[src/rtl/mmu_pkg.sv]
// Shared types and helpers for the MMU feeder: default sizes, FSM encoding
// and the lane-to-bit-slice mapping used on the row buses.
package mmu_pkg;

  localparam int unsigned N_DEF  = 4;
  localparam int unsigned DW_DEF = 8;

  typedef enum logic [2:0] {
    IDLE,
    LOAD_WT,
    EMIT_WT,
    FEED,
    DRAIN
  } feeder_state_t;

  // Lane 0 is the most significant element of a row.
  function automatic int unsigned lane_lsb(input int unsigned lane,
                                           input int unsigned n,
                                           input int unsigned dw);
    return (n - 1 - lane) * dw;
  endfunction

endpackage

[src/rtl/mmu_skew_line.sv]
// DEPTH-stage shift register with zero reset; DEPTH=0 is a plain wire.
module mmu_skew_line #(
  parameter int unsigned DEPTH = 1,
  parameter int unsigned DW    = 8
) (
  input  logic          clk,
  input  logic          rst_n,
  input  logic [DW-1:0] din,
  output logic [DW-1:0] dout
);

  generate
    if (DEPTH == 0) begin : g_pass
      logic unused_clk;
      assign unused_clk = clk ^ rst_n;
      assign dout = din;
    end else begin : g_shift
      logic [DW-1:0] sr_q [DEPTH];
      logic [DW-1:0] sr_d [DEPTH];

      always_comb begin
        sr_d[0] = din;
        for (int unsigned i = 1; i < DEPTH; i++) begin
          sr_d[i] = sr_q[i-1];
        end
      end

      always_ff @(posedge clk or negedge rst_n) begin
        if (!rst_n) begin
          sr_q <= '{default: '0};
        end else begin
          sr_q <= sr_d;
        end
      end

      assign dout = sr_q[DEPTH-1];
    end
  endgenerate

endmodule

[src/rtl/mmu_feeder.sv]
// Stream-to-MMU adapter: buffers N weight rows, replays them under the
// control strobe, then feeds data rows through a per-lane diagonal skew.
module mmu_feeder
  import mmu_pkg::*;
#(
  parameter int unsigned N           = N_DEF,
  parameter int unsigned DW          = DW_DEF,
  parameter int unsigned DRAIN_EXTRA = 4
) (
  input  logic            clk,
  input  logic            rst_n,
  input  logic            start,
  input  logic            s_valid,
  output logic            s_ready,
  input  logic [N*DW-1:0] s_data,
  input  logic            s_wt,
  input  logic            s_last,
  output logic            control,
  output logic [N*DW-1:0] wt_arr,
  output logic [N*DW-1:0] data_arr,
  output logic            busy,
  output logic            done,
  output logic            err
);

  localparam int unsigned W         = N * DW;
  localparam int unsigned DRAIN_LEN = N - 1 + DRAIN_EXTRA;
  localparam int unsigned CW        = $clog2(N + DRAIN_EXTRA + 1);

  feeder_state_t state_q, state_d;
  logic [CW-1:0] cnt_q, cnt_d;
  logic [W-1:0]  wbuf_q [N];
  logic [W-1:0]  wbuf_d [N];
  logic          s_ready_q, s_ready_d;
  logic          control_q, control_d;
  logic [W-1:0]  wt_arr_q, wt_arr_d;
  logic [W-1:0]  data_arr_q, data_arr_d;
  logic          busy_q, busy_d;
  logic          done_q, done_d;
  logic          err_q, err_d;
  logic [W-1:0]  push_row;
  logic          accept;

  assign accept = s_valid && s_ready_q;

  always_comb begin
    state_d   = state_q;
    cnt_d     = cnt_q;
    wbuf_d    = wbuf_q;
    err_d     = err_q;
    control_d = 1'b0;
    wt_arr_d  = '0;
    done_d    = 1'b0;
    push_row  = '0;

    unique case (state_q)
      IDLE: begin
        if (start) begin
          state_d = LOAD_WT;
          cnt_d   = '0;
          err_d   = 1'b0;
        end
      end
      LOAD_WT: begin
        if (accept) begin
          if (s_wt) begin
            for (int unsigned i = 0; i < N; i++) begin
              if (cnt_q == CW'(i)) wbuf_d[i] = s_data;
            end
            if (cnt_q == CW'(N - 1)) begin
              state_d = EMIT_WT;
              cnt_d   = '0;
            end else begin
              cnt_d = cnt_q + CW'(1);
            end
          end else begin
            err_d = 1'b1;
          end
        end
      end
      EMIT_WT: begin
        control_d = 1'b1;
        for (int unsigned i = 0; i < N; i++) begin
          if (cnt_q == CW'(i)) wt_arr_d = wbuf_q[i];
        end
        if (cnt_q == CW'(N - 1)) begin
          state_d = FEED;
          cnt_d   = '0;
        end else begin
          cnt_d = cnt_q + CW'(1);
        end
      end
      FEED: begin
        // Bubbles and misplaced weight rows both enter the skew as zero rows.
        if (accept) begin
          if (s_wt) err_d = 1'b1;
          else      push_row = s_data;
          if (s_last) begin
            state_d = DRAIN;
            cnt_d   = '0;
          end
        end
      end
      DRAIN: begin
        if (cnt_q == CW'(DRAIN_LEN - 1)) begin
          state_d = IDLE;
          cnt_d   = '0;
          done_d  = 1'b1;
        end else begin
          cnt_d = cnt_q + CW'(1);
        end
      end
      default: state_d = IDLE;
    endcase

    s_ready_d = (state_d == LOAD_WT) || (state_d == FEED);
    busy_d    = (state_d != IDLE);
  end

  generate
    for (genvar l = 0; l < N; l++) begin : g_lane
      logic [DW-1:0] lane_out;
      mmu_skew_line #(
        .DEPTH(l),
        .DW   (DW)
      ) u_skew (
        .clk  (clk),
        .rst_n(rst_n),
        .din  (push_row[lane_lsb(l, N, DW) +: DW]),
        .dout (lane_out)
      );
      assign data_arr_d[lane_lsb(l, N, DW) +: DW] = lane_out;
    end
  endgenerate

  always_ff @(posedge clk or negedge rst_n) begin
    if (!rst_n) begin
      state_q    <= IDLE;
      cnt_q      <= '0;
      wbuf_q     <= '{default: '0};
      s_ready_q  <= 1'b0;
      control_q  <= 1'b0;
      wt_arr_q   <= '0;
      data_arr_q <= '0;
      busy_q     <= 1'b0;
      done_q     <= 1'b0;
      err_q      <= 1'b0;
    end else begin
      state_q    <= state_d;
      cnt_q      <= cnt_d;
      wbuf_q     <= wbuf_d;
      s_ready_q  <= s_ready_d;
      control_q  <= control_d;
      wt_arr_q   <= wt_arr_d;
      data_arr_q <= data_arr_d;
      busy_q     <= busy_d;
      done_q     <= done_d;
      err_q      <= err_d;
    end
  end

  assign s_ready  = s_ready_q;
  assign control  = control_q;
  assign wt_arr   = wt_arr_q;
  assign data_arr = data_arr_q;
  assign busy     = busy_q;
  assign done     = done_q;
  assign err      = err_q;

endmodule

[config.mk]
export PLATFORM = sky130hd
export DESIGN_NAME = mmu_feeder
export DESIGN_NICKNAME = d
export VERILOG_FILES = /design/src/rtl/mmu_pkg.sv /design/src/rtl/mmu_skew_line.sv /design/src/rtl/mmu_feeder.sv
export SDC_FILE = /design/constraint.sdc
export NUM_CORES = 1
export LEC_CHECK = 0
export ABC_AREA = 1
export BUFFER_PORTS_ARGS = -buffer_cell sky130_fd_sc_hd__clkbuf_2
export CELL_PAD_IN_SITES_DETAIL_PLACEMENT = 1
export CELL_PAD_IN_SITES_GLOBAL_PLACEMENT = 1
export CORE_MARGIN = 3
export CORE_UTILIZATION = 49
export CTS_CLUSTER_DIAMETER = 120
export DETAILED_ROUTE_END_ITERATION = 16
export GPL_TIMING_DRIVEN = 0
export PLACE_DENSITY = 0.94
export SLEW_MARGIN = 20
export SYNTH_ARGS = -nofsm -noshare
export SYNTH_HDL_FRONTEND = slang
export SYNTH_HIERARCHICAL = 1
export SYNTH_SLANG_ARGS = --single-unit
export TNS_END_PERCENT = 1
[constraint.sdc]
create_clock -name clk -period 4.25 [get_ports clk]
set_input_delay 1.0625 -clock clk [delete_from_list [all_inputs] [get_ports clk]]
set_output_delay 1.0625 -clock clk [all_outputs]
set_load 0.02 [all_outputs]
* Yosys cells after proc, flatten, opt, wreduce, memory -nomap -nowiden *
Cells that the tools add are included.

storage, ports and cells
  output and inout port bits = 69
  register bits after elaboration = 252

operators by class
  equal/unequal tests = 17
  $add $sub $neg = 1
  reductions and logical operators = 13
  multiplexer cells = 34

operators by type and width
  kind                                                              number
  32-bit two-way mux                                                8
  4-bit two-way mux                                                 7
  3-bit two-way mux                                                 8
  4-bit case mux with 5 select lines                                1
  4-bit AND reduction                                               4
  3-bit case mux with 5 select lines                                1
  2-bit inequality test (second input constant)                     7
  6-bit AND reduction                                               2
  3-bit by 2-bit == test with 1-bit output (second input constant)  3
  4-bit by 2-bit == test with 1-bit output (second input constant)  2
  1-bit two-way mux                                                 8
  3-bit by 1-bit == test with 1-bit output (second input constant)  2
  3-bit nonzero test                                                2
  5-bit nonzero test                                                1
  4-bit by 1-bit adder with 4-bit output (second input constant)    1
  4-bit by 1-bit == test with 1-bit output (second input constant)  1
  4-bit by 3-bit == test with 1-bit output (second input constant)  1
  4-bit zero test                                                   1
  3-bit == test (second input constant)                             1
  3-bit zero test                                                   1
  1-bit case mux with 3 select lines                                1
  1-bit logical AND                                                 1
  1-bit logical OR                                                  1

* Logic depth before layout (Yosys ltp) *
Gate-level depths: netlist of run 1.

  word-level depth = 7
  gate-level depth with buffers = 9

* Cells and area by module *
The synthesis of run 1 kept the hierarchy.

by module, submodules not included
  module                            cells an instance  area an instance (sq um)  instances
  mmu_feeder                        951                8,558.2                   1
  mmu_skew_line (g_lane[3].u_skew)  24                 600.6                     1
  mmu_skew_line (g_lane[2].u_skew)  16                 400.4                     1
  mmu_skew_line (g_lane[1].u_skew)  8                  200.2                     1
  mmu_skew_line (g_lane[0].u_skew)  8                  60.1                      1

* Least setup slack after synthesis of run 1 *
Ideal clock, no wire load.

  path kind = input to register
  start = in s_valid
  end = reg wbuf_q[23] in the netlist's numbering
  arrival time = 1.901 ns
  buffers on the path = 2
  slack = 2.229 ns
  required time = 4.130 ns
  stages = 9
  setup time = 0.120 ns
  cells stage by stage = nand2_2 inv_2 nand2_1 nor2_4 nand2_2 buf_6 buf_6 nand2_1 o21ai_2

on the way
  cells in the longest elaborated chain, start to end = 2

RTL lines
  element                        line               source
  start, declared                mmu_feeder.sv:13   input logic s_valid,
  1-bit logical AND              mmu_feeder.sv:44   assign accept = s_valid && s_ready_q;
  4-bit AND reduction (no line)  --
  end signal, assigned           mmu_feeder.sv:151  wbuf_q <= wbuf_d;
  end, declared                  mmu_feeder.sv:32   logic [W-1:0] wbuf_q [N];

Every way passes these cells.
A chain may end at the register's enable or synchronous reset.

* Final worst setup path of run 1 *
  start = reg cnt_q[1]
  end = reg wbuf_q[80] in the netlist's numbering

on the way
  cells in the longest elaborated chain, start to end = 2

RTL lines
  element                                   line               source
  start, declared                           mmu_feeder.sv:31   logic [CW-1:0] cnt_q, cnt_d;
  start signal, assigned                    mmu_feeder.sv:150  cnt_q <= cnt_d;
  4-bit by 1-bit == test with 1-bit output  mmu_feeder.sv:68   if (cnt_q == CW'(i)) wbuf_d[i] = s_data;
  4-bit AND reduction (no line)             --

Every way passes these cells.

==> results.tsv, run 1 <==
stage	metric	value	unit
status	status	finished clean	
logic_synthesis	synth.distinct_cells	25	
power	peakVddDrop	0.286	mV
final_layout	mostFrequentLayoutCell	nand2_1	
global_route	grt_pass1_wl	46400	um
worst_hold_path	worstHoldStart	g_lane[3].u_skew/dout[1]	
timing	tns	0	ps
clock_network	cts_resized	0	
worst_hold_path	hold_class	flop to flop	
clock_network	clock-sinks	252	
timing	fin_crit_sh	51.8	%
routing	ant_nets	0	
power	p_leak	6.25	nW
clock_network	htreeDepth	1	
logic_synthesis	synth.top_cell.area_share	64.2	%
clock_network	cts_setup_buffers	0	
final_layout	layout-drive-gt1-share	20.3	%
final_layout	fillerInstances	2227	
clock_network	cts_tree	yes	
logic_synthesis	yosysTopAreaCell	dfrtp_1	
routing	drc	0	
floorplanning	die_w	148	um
final_layout	area_growth	18.1	%
final_layout	final_cell_mix	299 x nand2_1, 252 x dfrtp_1, 108 x clkbuf_2	
power	powerDensity	684	nW/um2
placed_design	post-dp-hpwl	18600	um
worst_setup_path	cp-start-kind	flop	
worst_setup_path	crit_fanout	10	
floorplanning	io_pins	107	
timing	fmax	454	MHz
global_route	overflow	0	
timing	finalWorstSetupSlack	2050	ps
logic_synthesis	synth.ff_latch_count	252	
floorplanning	fp.dieH	148	um
worst_setup_path	r2r_slack	2050	ps
clock_network	cts_buffers	26	
timing	tightest_slew	686	ps
clock_network	cts.hold.buffers_added	0	
timing	max_slew_margin	54.3	%
routing	wl_per_cell	20.2	um
final_layout	finalNetCount	1185	
worst_hold_path	holdPathEnd	data_arr[1]	
placed_design	place_worst_setup_slack	1820	ps
timing	whs	347	ps
timing	fin_crit	2200	ps
logic_synthesis	syn_area	9820	um2
worst_setup_path	r2r-start	cnt_q[1]	
placed_design	place_congestion	0.831	
worst_setup_path	worstSetupPathType	flop to flop	
logic_synthesis	synth_area_leaders	dfrtp_1 64%, nand2_1 11%, nand3_1 3.9%	
routing	wl	28800	um
floorplanning	die_area	21800	um2
power	power.total	7.94	mW
clock_network	clock_latency	530	ps
logic_synthesis	yosys_warnings	6	
logic_synthesis	synthCells	1007	
worst_setup_path	cp.arrival	2630	ps
logic_synthesis	synth-seq-area-share	64.2	%
timing	finalSetupViolCount	0	
worst_hold_path	whs_path_depth	0	
clock_network	clk_pin_slew	60	ps
job	cap_violations	0	
final_layout	fin_area	11600	um2
clock_network	root_buffer	clkbuf_16	
floorplanning	num_rows	51	
worst_setup_path	end_kind	flop	
global_route	grt_usage	26.8	%
logic_synthesis	synth_nets	1049	
timing	hold_violations	0	
timing	grt_setup_unrepaired	no	
timing	slew_violations	0	
global_route	grt_pass1_vias	8822	
clock_network	clockBufferDepth	3	
placed_design	dpl_cell_area	10700	um2
final_layout	antennaDiodeCount	0	
worst_setup_path	r2r-end	wbuf_q[80]	
routing	vias	7907	
worst_setup_path	worstPathRequired	4680	ps
routing	drt_iter0_drc	563	
placed_design	port_buffers	106	
floorplanning	core	19600	um2
timing	clock_skew	13.9	ps
logic_synthesis	syn-mean-instance-area	9.75	um2
floorplanning	start_util	50.1	%
global_route	grt_antenna_before_repair	0	
routing	viasPerCell	5.55	
worst_setup_path	rr_worst_depth	7	
routing	dr.pass1.iters	5	
global_route	grt_max_degree	90	
[where the power goes]
| part | internal, mW | switching, mW |
|---|---|---|
| registers | 3.03 | 0.410 |
| clock network | 1.34 | 0.918 |
| logic | 0.704 | 1.53 |
| total | 5.08 | 2.86 |
[area by class of cell]
cell class	count	area [um2]	share of cell area, %
Timing Repair Buffer	108	594	5.12
Multi-Input combinational cell	641	2930	25.2
Sequential cell	252	6310	54.4
Tap cell	265	332	2.86
Inverter	53	199	1.72
Clock inverter	4	56.3	0.485
Clock buffer	41	797	6.87
Buffer	61	387	3.33
[how the worst max path moves through the flow]
| stage | start | to | slack [ps] | cells past startpoint |
|---|---|---|---|---|
| detailed placement | rst_n | wbuf_q[89] | 1820 | 3 |
| finish | cnt_q[1] | wbuf_q[80] | 2050 | 7 |
| global placement | rst_n | data_arr[27] | -2860 | 1 |
| floorplan | s_valid | wbuf_q[23] | 2230 | 9 |
| CTS | s_ready | s_ready | 2070 | 1 |
| global route | cnt_q[1] | wbuf_q[80] | 1940 | 7 |
[worst max-delay path, cell delays in order (launching register included)]
cell and delay [ps]:
dfrtp_1 450, inv_1 120, ha_1 180, clkinv_1 280, nor2_4 330, nand3_4 190
clkbuf_1 270, o21ai_0 290
[state kept, by name, indices dropped and copies added, names as in the netlist]
signal / cells
wbuf_q: 128
data_arr: 32
wt_arr: 32
g_lane.u_skew/dout: 24
g_lane.u_skew/g_shift.sr_d: 24
cnt_q: 4
state_q: 3
busy: 1
control: 1
done: 1
err: 1
s_ready: 1
[routing by layer]
layer / GRT usage [%] / wire length (um) / vias to the layer above
met2: 47.3 / 14700 / 318
met3: 3.83 / 1430 / 107
met4: 12.6 / 1420 / 0
met1: 32.6 / 11300 / 3987
met5: 0 / 0 / -
li1: - / - / 3495
[cells in the mapped netlist]
cell type  instances
buf_6             10
nand3_1           76
o21ai_2           22
nand3b_1           1
nand2_4            2
buf_4             14
ha_1               4
nor2_4             4
nand4_1            4
nand3_4            2
clkinv_1           1
clkbuf_2           3
inv_2              5
nand2_2            4
buf_2             21
dfrtp_1          252
nor3_1            32
nor2_1            76
nor2_2             1
o21ai_1           54
a21oi_1            4
o21ai_0           56
nand2_1          299
inv_1             47
clkbuf_1          13
[logic make-up after synthesis]
| logic type | share of synthesized area [%] |
|---|---|
| adders and majority gates | 0.510 |
| AOI/OAI and AO/OA | 7.77 |
| buffers and inverters | 5.96 |
| and+or+nand+nor | 21.5 |
| DFF | 64.2 |
[stage by stage]
stage | utilization [%] | instances
6_report | 59.2 | 1425
2_1_floorplan | - | 1007
5_1_grt | 59.2 | 1425
3_5_place_dp | 54.9 | 1380
3_3_place_gp | 54.5 | 1378
4_1_cts | 59.2 | 1425
(Power assumes the default switching activity.)
==> run 2: changes to the inputs <==
Settings changed: ABC_AREA 1 to 0, CORE_UTILIZATION 49 to 44, PLACE_DENSITY 0.94 to 0.85.
Clock period 4.25 ns to 1.9 ns, I/O delays scaled along.
==> results.tsv, run 2 <==
stage	metric	value	unit	change
status	status	finished, violations left		
status	violations	setup timing		
power	peakVddDrop	0.622	mV	+120%
worst_setup_path	slowest_stage	dfrtp_1		
timing	fmax	505	MHz	+11%
power	seqPwrFrac	45.7	%	+2.3 points
global_route	grt_antenna_before_repair	0		unchanged
clock_network	clock-sinks	252		unchanged
worst_setup_path	cp_cell_sequence	buf_4, nor2_2, nand2_2, clkbuf_2, o211ai_1, a21oi_1		
clock_network	clockBufferDepth	3		unchanged
worst_setup_path	worstPathBufferInverterCount	2		-1
logic_synthesis	syn_area	9670	um2	-1.6%
worst_hold_path	hold_class	input port to flop		
timing	finalSetupViolCount	14		+14
logic_synthesis	synth-edff-count	0		unchanged
global_route	grt_max_degree	83		-7.8%
timing	tightest_slew	461	ps	-225 ps
logic_synthesis	syn-mean-instance-area	14.6	um2	+49%
timing	slew_violations	0		unchanged
final_layout	mostFrequentLayoutCell	dfrtp_1		
timing	fin_crit_sh	104	%	+52 points
floorplanning	start_util	45.4	%	-4.7 points
final_layout	antennaDiodeCount	0		unchanged
placed_design	place_congestion	0.785		-5.6%
routing	wl	27300	um	-5.3%
timing	max_slew_margin	69.3	%	+15 points
logic_synthesis	synth_nets	706		-33%
final_layout	layout-drive-gt1-share	37.2	%	+17 points
final_layout	largest_reg_flops	128		unchanged
power	p_sw	5.14	mW	+80%
final_layout	postLayoutCoreUtil	55.6	%	-3.6 points
logic_synthesis	synth_ff_type	dfrtp_1		
worst_setup_path	worstSetupPathType	flop to flop		
clock_network	root_buffer	clkbuf_16		
timing	clock_skew	16.2	ps	+2.24 ps
power	internal_power	11.8	mW	+130%
global_route	grt_usage	21.1	%	-5.7 points
routing	wl_per_cell	24.5	um	+22%
placed_design	dp_cells	1048		-24%
worst_setup_path	worstPathRequired	2280	ps	-2400 ps
final_layout	largest_register	wbuf_q		
global_route	grt_pass1_wl	39800	um	-14%
power	clkPwrFrac	30.6	%	+2.1 points
worst_setup_path	cp.arrival	2360	ps	-270 ps
final_layout	finalNetCount	859		-28%
floorplanning	fp.dieH	154	um	+4.5%
placed_design	place_worst_setup_slack	-356	ps	-2170 ps
job	cap_violations	0		unchanged
timing	fin_crit	1980	ps	-221 ps
clock_network	htreeDepth	1		unchanged
routing	drt_iter0_drc	332		-41%
logic_synthesis	synth.ff_latch_count	252		unchanged
logic_synthesis	synth-seq-area-share	65.2	%	+1.0 points
logic_synthesis	synthCells	664		-34%
logic_synthesis	synthTopCellsByCount	252 x dfrtp_1, 65 x mux2_1, 64 x mux2_2		
worst_setup_path	end_kind	flop		
logic_synthesis	yosysMostFrequentCell	dfrtp_1		
logic_synthesis	synth_area_leaders	dfrtp_1 65%, mux2_1 7.6%, mux2_2 7.5%		
placed_design	port_buffers	106		unchanged
floorplanning	die_area	23800	um2	+9.2%
logic_synthesis	synth.top_cell.area_share	65.2	%	+1.0 points
worst_setup_path	critPathMaxStageDelay	430	ps	-20 ps
routing	viasPerCell	5.60		+0.91%
routing	dr.pass1.iters	4		-1
routing	ant_nets	0		unchanged
global_route	grt_pass1_vias	6977		-21%
floorplanning	io_pins	107		unchanged
routing	vias	6221		-21%
clock_network	cts_tree	yes		
worst_setup_path	cp-start-kind	flop		
placed_design	post-dp-hpwl	15700	um	-15%
routing	drc	0		unchanged
timing	grt_setup_unrepaired	yes		
floorplanning	core	21300	um2	+8.7%
final_layout	area_growth	22.5	%	
timing	whs	206	ps	-141 ps
timing	finalWorstSetupSlack	-82.0	ps	-2130 ps
logic_synthesis	synth.distinct_cells	46		+84%
global_route	overflow	0		unchanged
power	swShare	30.3	%	-5.7 points
worst_setup_path	crit_fanout	10		unchanged
floorplanning	die_w	154	um	+4.5%
clock_network	clock_latency	530	ps	about the same
power	powerDensity	1430	nW/um2	+110%
logic_synthesis	synthArstFlopShare	100	%	unchanged
floorplanning	num_rows	53		+3.9%
clock_network	cts_buffers	26		unchanged
power	p_comb_share	23.7	%	-4.5 points
logic_synthesis	yosysTopAreaCell	dfrtp_1		
worst_setup_path	critPathTopFamily	buffers and inverters		
logic_synthesis	yosys_warnings	6		unchanged
clock_network	clk_pin_slew	60	ps	about the same
power	p_leak	5.69	nW	-9.0%
final_layout	final_cell_mix	250 x dfrtp_1, 116 x clkbuf_2, 65 x mux2_1		
final_layout	fin_cells	1111		-22%
timing	hold_violations	0		unchanged
-- run 2: cell types whose count changed after synthesis, moves of 32 or more --
cell | previous run | this run
nand2_1 | 299 | 37
nand3_1 | 76 | 6
nor2_1 | 76 | 9
mux2_1 | 0 | 65
mux2_2 | 0 | 64
o21ai_0 | 56 | 1
o21ai_1 | 54 | 0
inv_1 | 47 | 5
a221o_1 | 0 | 32
and2_1 | 0 | 32
o211ai_1 | 0 | 32
-- run 2: cell families after synthesis --
family	Yosys count	synth area share, %
DFF	252	65.2
muxes	129	15.0
and+or+nand+nor	114	7.02
AOI/OAI and AO/OA	109	8.57
buffers and inverters	55	3.53
adders and majority gates	4	0.518
xor gates and xnor gates	1	0.0906
-- run 2: what timing repair did --
item                                    CTS  global route
endpoints found under the setup margin  155           145
buffers inserted                          8             8
hold endpoints to repair                 40             0
gates resized for setup                  24            50
pin swaps                                 0             5
hold buffers                              1             0
-- run 2: power groups by stage --
stage	logic, mW	registers, mW	clock network [mW]
after global placement	3.22	7.50	0
final	4.02	7.75	5.18
after global routing	4.35	7.86	5.54
after detailed placement	3.43	7.66	0
after floorplan	2.46	7.45	0
after CTS	3.63	7.64	5.23
-- run 2: final timing paths --
kind / slack, ps / endpoint / start / cells past startpoint
worst max-delay path: -80 / wt_arr[1] / cnt_q[2] / 6
worst min-delay path: 210 / state_q[2] / s_last / 3
worst min register to register: 350 / data_arr[7] / g_lane[3].u_skew/dout[7] / 0
worst max register to register: -80 / wt_arr[1] / cnt_q[2] / 6
max in group asynchronous: 700 / wbuf_q[105] / rst_n / 3
min in group asynchronous: 460 / data_arr[15] / rst_n / 2
-- run 2: routing by layer --
| layer | part of all wire [%] | GRT usage [%] |
|---|---|---|
| met1 | 40 | 26.0 |
| met2 | 54 | 38.7 |
| met3 | 4.3 | 3.05 |
| met4 | 2.2 | 5.68 |
| met5 | 0 | 0 |
-- run 2: layout make-up --
type | instances | area, um2
Fill cell | 2070 | 9450
Tap cell | 275 | 344
Clock buffer | 39 | 791
Sequential cell | 252 | 6310
Timing Repair Buffer | 126 | 763
Buffer | 49 | 388
Clock inverter | 8 | 82.6
Multi-Input combinational cell | 357 | 3140
Inverter | 5 | 21.3
-- run 2: through the flow --
stage               instance area, um2  total power, mW  TNS [ps]
finish                           11800             17.0      -426
global route                     11800             17.8     -5130
CTS                              11600             16.5     -6420
detailed placement               10600             11.1    -29040
global placement                 10500             10.7  -1196740
floorplan                         9670             9.91         0
-- run 2: worst reg2reg max path: cells and delay by family, from the launching register on --
kind / cells / cell delay [ps]
flops: 1 / 430
compound gates: 2 / 440
simple gates: 2 / 480
buf+inv: 2 / 490
==> run 3: changes to the inputs <==
Settings changed: CORE_ASPECT_RATIO set to 2.
==> results.tsv, run 3 (synthesis gave the netlist of run 2 again) <==
stage	metric	value	unit	change
placed_design	post-dp-hpwl	15500	um	-1.3%
clock_network	clock_latency	520	ps	about the same
clock_network	cts_buffers	22		-15%
routing	drt_iter0_drc	237		-29%
final_layout	fin_cells	1090		-1.9%
worst_setup_path	cp_cell_sequence	inv_1, ha_2, nor3b_4, buf_4, buf_4, a221o_1, o211ai_1, a21oi_2		
power	power.total	15.5	mW	-8.4%
worst_setup_path	end_kind	flop		
clock_network	clock-sinks	252		unchanged
worst_setup_path	slowest_stage	dfrtp_2		
timing	fmax	508	MHz	+0.73%
routing	wl_per_cell	21.4	um	-13%
worst_setup_path	worstPathRequired	2330	ps	+50 ps
routing	vias	5949		-4.4%
floorplanning	core	21600	um2	+1.4%
final_layout	antennaDiodeCount	0		unchanged
global_route	grt_pass1_vias	6931		-0.66%
worst_setup_path	crit_fanout	10		unchanged
timing	hold_violations	0		unchanged
global_route	grt_antenna_before_repair	1		+1
floorplanning	start_util	44.8	%	-0.63 points
clock_network	clockBufferDepth	3		unchanged
timing	max_slew_margin	55.9	%	-13 points
floorplanning	io_pins	107		unchanged
final_layout	fin_area	11500	um2	-3.2%
timing	fin_crit_sh	104	%	-0.76 points
floorplanning	num_rows	76		+43%
clock_network	cts_tree	yes		
routing	drc	0		unchanged
timing	grt_setup_unrepaired	yes		
power	p_leak	5.52	nW	-2.9%
final_layout	final_cell_mix	250 x dfrtp_1, 120 x clkbuf_2, 65 x mux2_1		
timing	finalSetupViolCount	8		-6
final_layout	finalNetCount	847		-1.4%
global_route	overflow	0		unchanged
final_layout	mostFrequentLayoutCell	dfrtp_1		
clock_network	cts.hold.buffers_added	0		-1
worst_setup_path	worstSetupPathType	flop to flop		
power	powerDensity	1350	nW/um2	-5.4%
worst_setup_path	cp-start-kind	flop		
placed_design	dp_cells	1045		-0.29%
final_layout	area_growth	18.6	%	
routing	viasPerCell	5.46		-2.5%
placed_design	dpl_cell_area	10600	um2	-0.28%
routing	wl	23400	um	-14%
timing	finalWorstSetupSlack	-67.6	ps	+14.4 ps
placed_design	place_congestion	0.795		+1.4%
status	status	finished, violations left		
timing	fin_crit	1970	ps	-14.4 ps
global_route	grt_usage	19.7	%	-1.3 points
floorplanning	fp.dieH	216	um	+40%
worst_setup_path	rr_worst_depth	8		+2
final_layout	fillerInstances	2129		+2.9%
placed_design	port_buffers	106		unchanged
worst_setup_path	cp.depth	8		+2
timing	tightest_slew	662	ps	+201 ps
worst_setup_path	startpoint	cnt_q[1]		
worst_setup_path	r2r_slack	-70	ps	about the same
final_layout	layout-drive-gt1-share	35.1	%	-2.1 points
routing	ant_nets	0		unchanged
power	peakVddDrop	0.766	mV	+23%
global_route	grt_max_degree	93		+12%
worst_setup_path	cp.arrival	2400	ps	+40 ps
final_layout	largest_reg_flops	128		unchanged
final_layout	largest_register	wbuf_q		
worst_setup_path	critPathTopFamily	compound AO/OA/AOI/OAI gates		
timing	slew_violations	0		unchanged
routing	dr.pass1.iters	4		unchanged
status	violations	setup timing		
floorplanning	die_w	111	um	-28%
timing	whs	5.02	ps	-201 ps
worst_setup_path	critPathMaxStageDelay	450	ps	+20 ps
worst_setup_path	r2r-start	cnt_q[1]		
worst_hold_path	hold_class	input port to asynchronous set/reset pin		
timing	clock_skew	16.1	ps	-0.0859 ps
clock_network	root_buffer	clkbuf_16		
worst_setup_path	cpMostUsedCell	buf_4		
placed_design	place_worst_setup_slack	-428	ps	-72.2 ps
global_route	grt_pass1_wl	37500	um	-5.6%
floorplanning	die_area	23900	um2	+0.46%
job	cap_violations	0		unchanged
clock_network	htreeDepth	1		unchanged
clock_network	clk_pin_slew	70	ps	about the same
worst_setup_path	worstPathBufferInverterCount	3		+1
[run 3: cell types whose count changed in the layout (fill, tap and decap cells not counted), moves of 2 or more]
cell | before | now
clkinvlp_4 | 4 | 0
clkbuf_16 | 27 | 23
ha_2 | 0 | 3
a21oi_2 | 5 | 3
buf_8 | 2 | 0
clkbuf_8 | 8 | 4
nand2_1 | 35 | 37
ha_4 | 4 | 1
buf_4 | 30 | 26
nand2_4 | 3 | 1
buf_2 | 5 | 3
clkbuf_2 | 116 | 120
clkinv_2 | 1 | 3
a21oi_1 | 28 | 30
[run 3: area by class of cell]
type | count | area [um2] | area share (%)
Buffer | 50 | 383 | 3.34
Clock buffer | 31 | 636 | 5.54
Clock inverter | 5 | 32.5 | 0.284
Inverter | 5 | 18.8 | 0.164
Multi-Input combinational cell | 357 | 3080 | 26.9
Sequential cell | 252 | 6310 | 55.0
Tap cell | 273 | 342 | 2.98
Timing Repair Buffer | 117 | 666 | 5.81
[run 3: through the flow]
step / setup TNS, ps / utilization, %
after floorplan: 0 / -
after global placement: -1170410 / 48.8
after detailed placement: -27420 / 49.1
after CTS: -111 / 52.9
after global routing: -3620 / 53.1
final: -271 / 53.1
[run 3: worst paths after layout]
kind / endpoint
max in group asynchronous: cnt_q[0]
worst max register to register: wt_arr[18]
worst min-delay path: data_arr[26]
worst max-delay path: wt_arr[18]
worst min register to register: data_arr[17]
min in group clk: state_q[2]
[run 3: repair_timing]
item                       4_1_cts  5_1_grt
setup endpoints to repair      153      111
pin swaps                        2        3
buffers inserted                 9        0
gates cloned                     0        0
gates resized for setup         36       15
[run 3: metal layers]
layer / vias to the layer above / part of all wire (%) / track usage [%]
met5: - / 0 / 0
met4: 0 / 2.9 / 7.48
met3: 38 / 3.6 / 2.89
met2: 125 / 57 / 38.3
met1: 3146 / 37 / 21.3
li1: 2640 / - / -
[run 3: power breakdown]
group          switching, mW  internal, mW
clock network           1.90          2.33
registers              0.824          6.80
logic                   1.82          1.85
total                   4.54          11.0
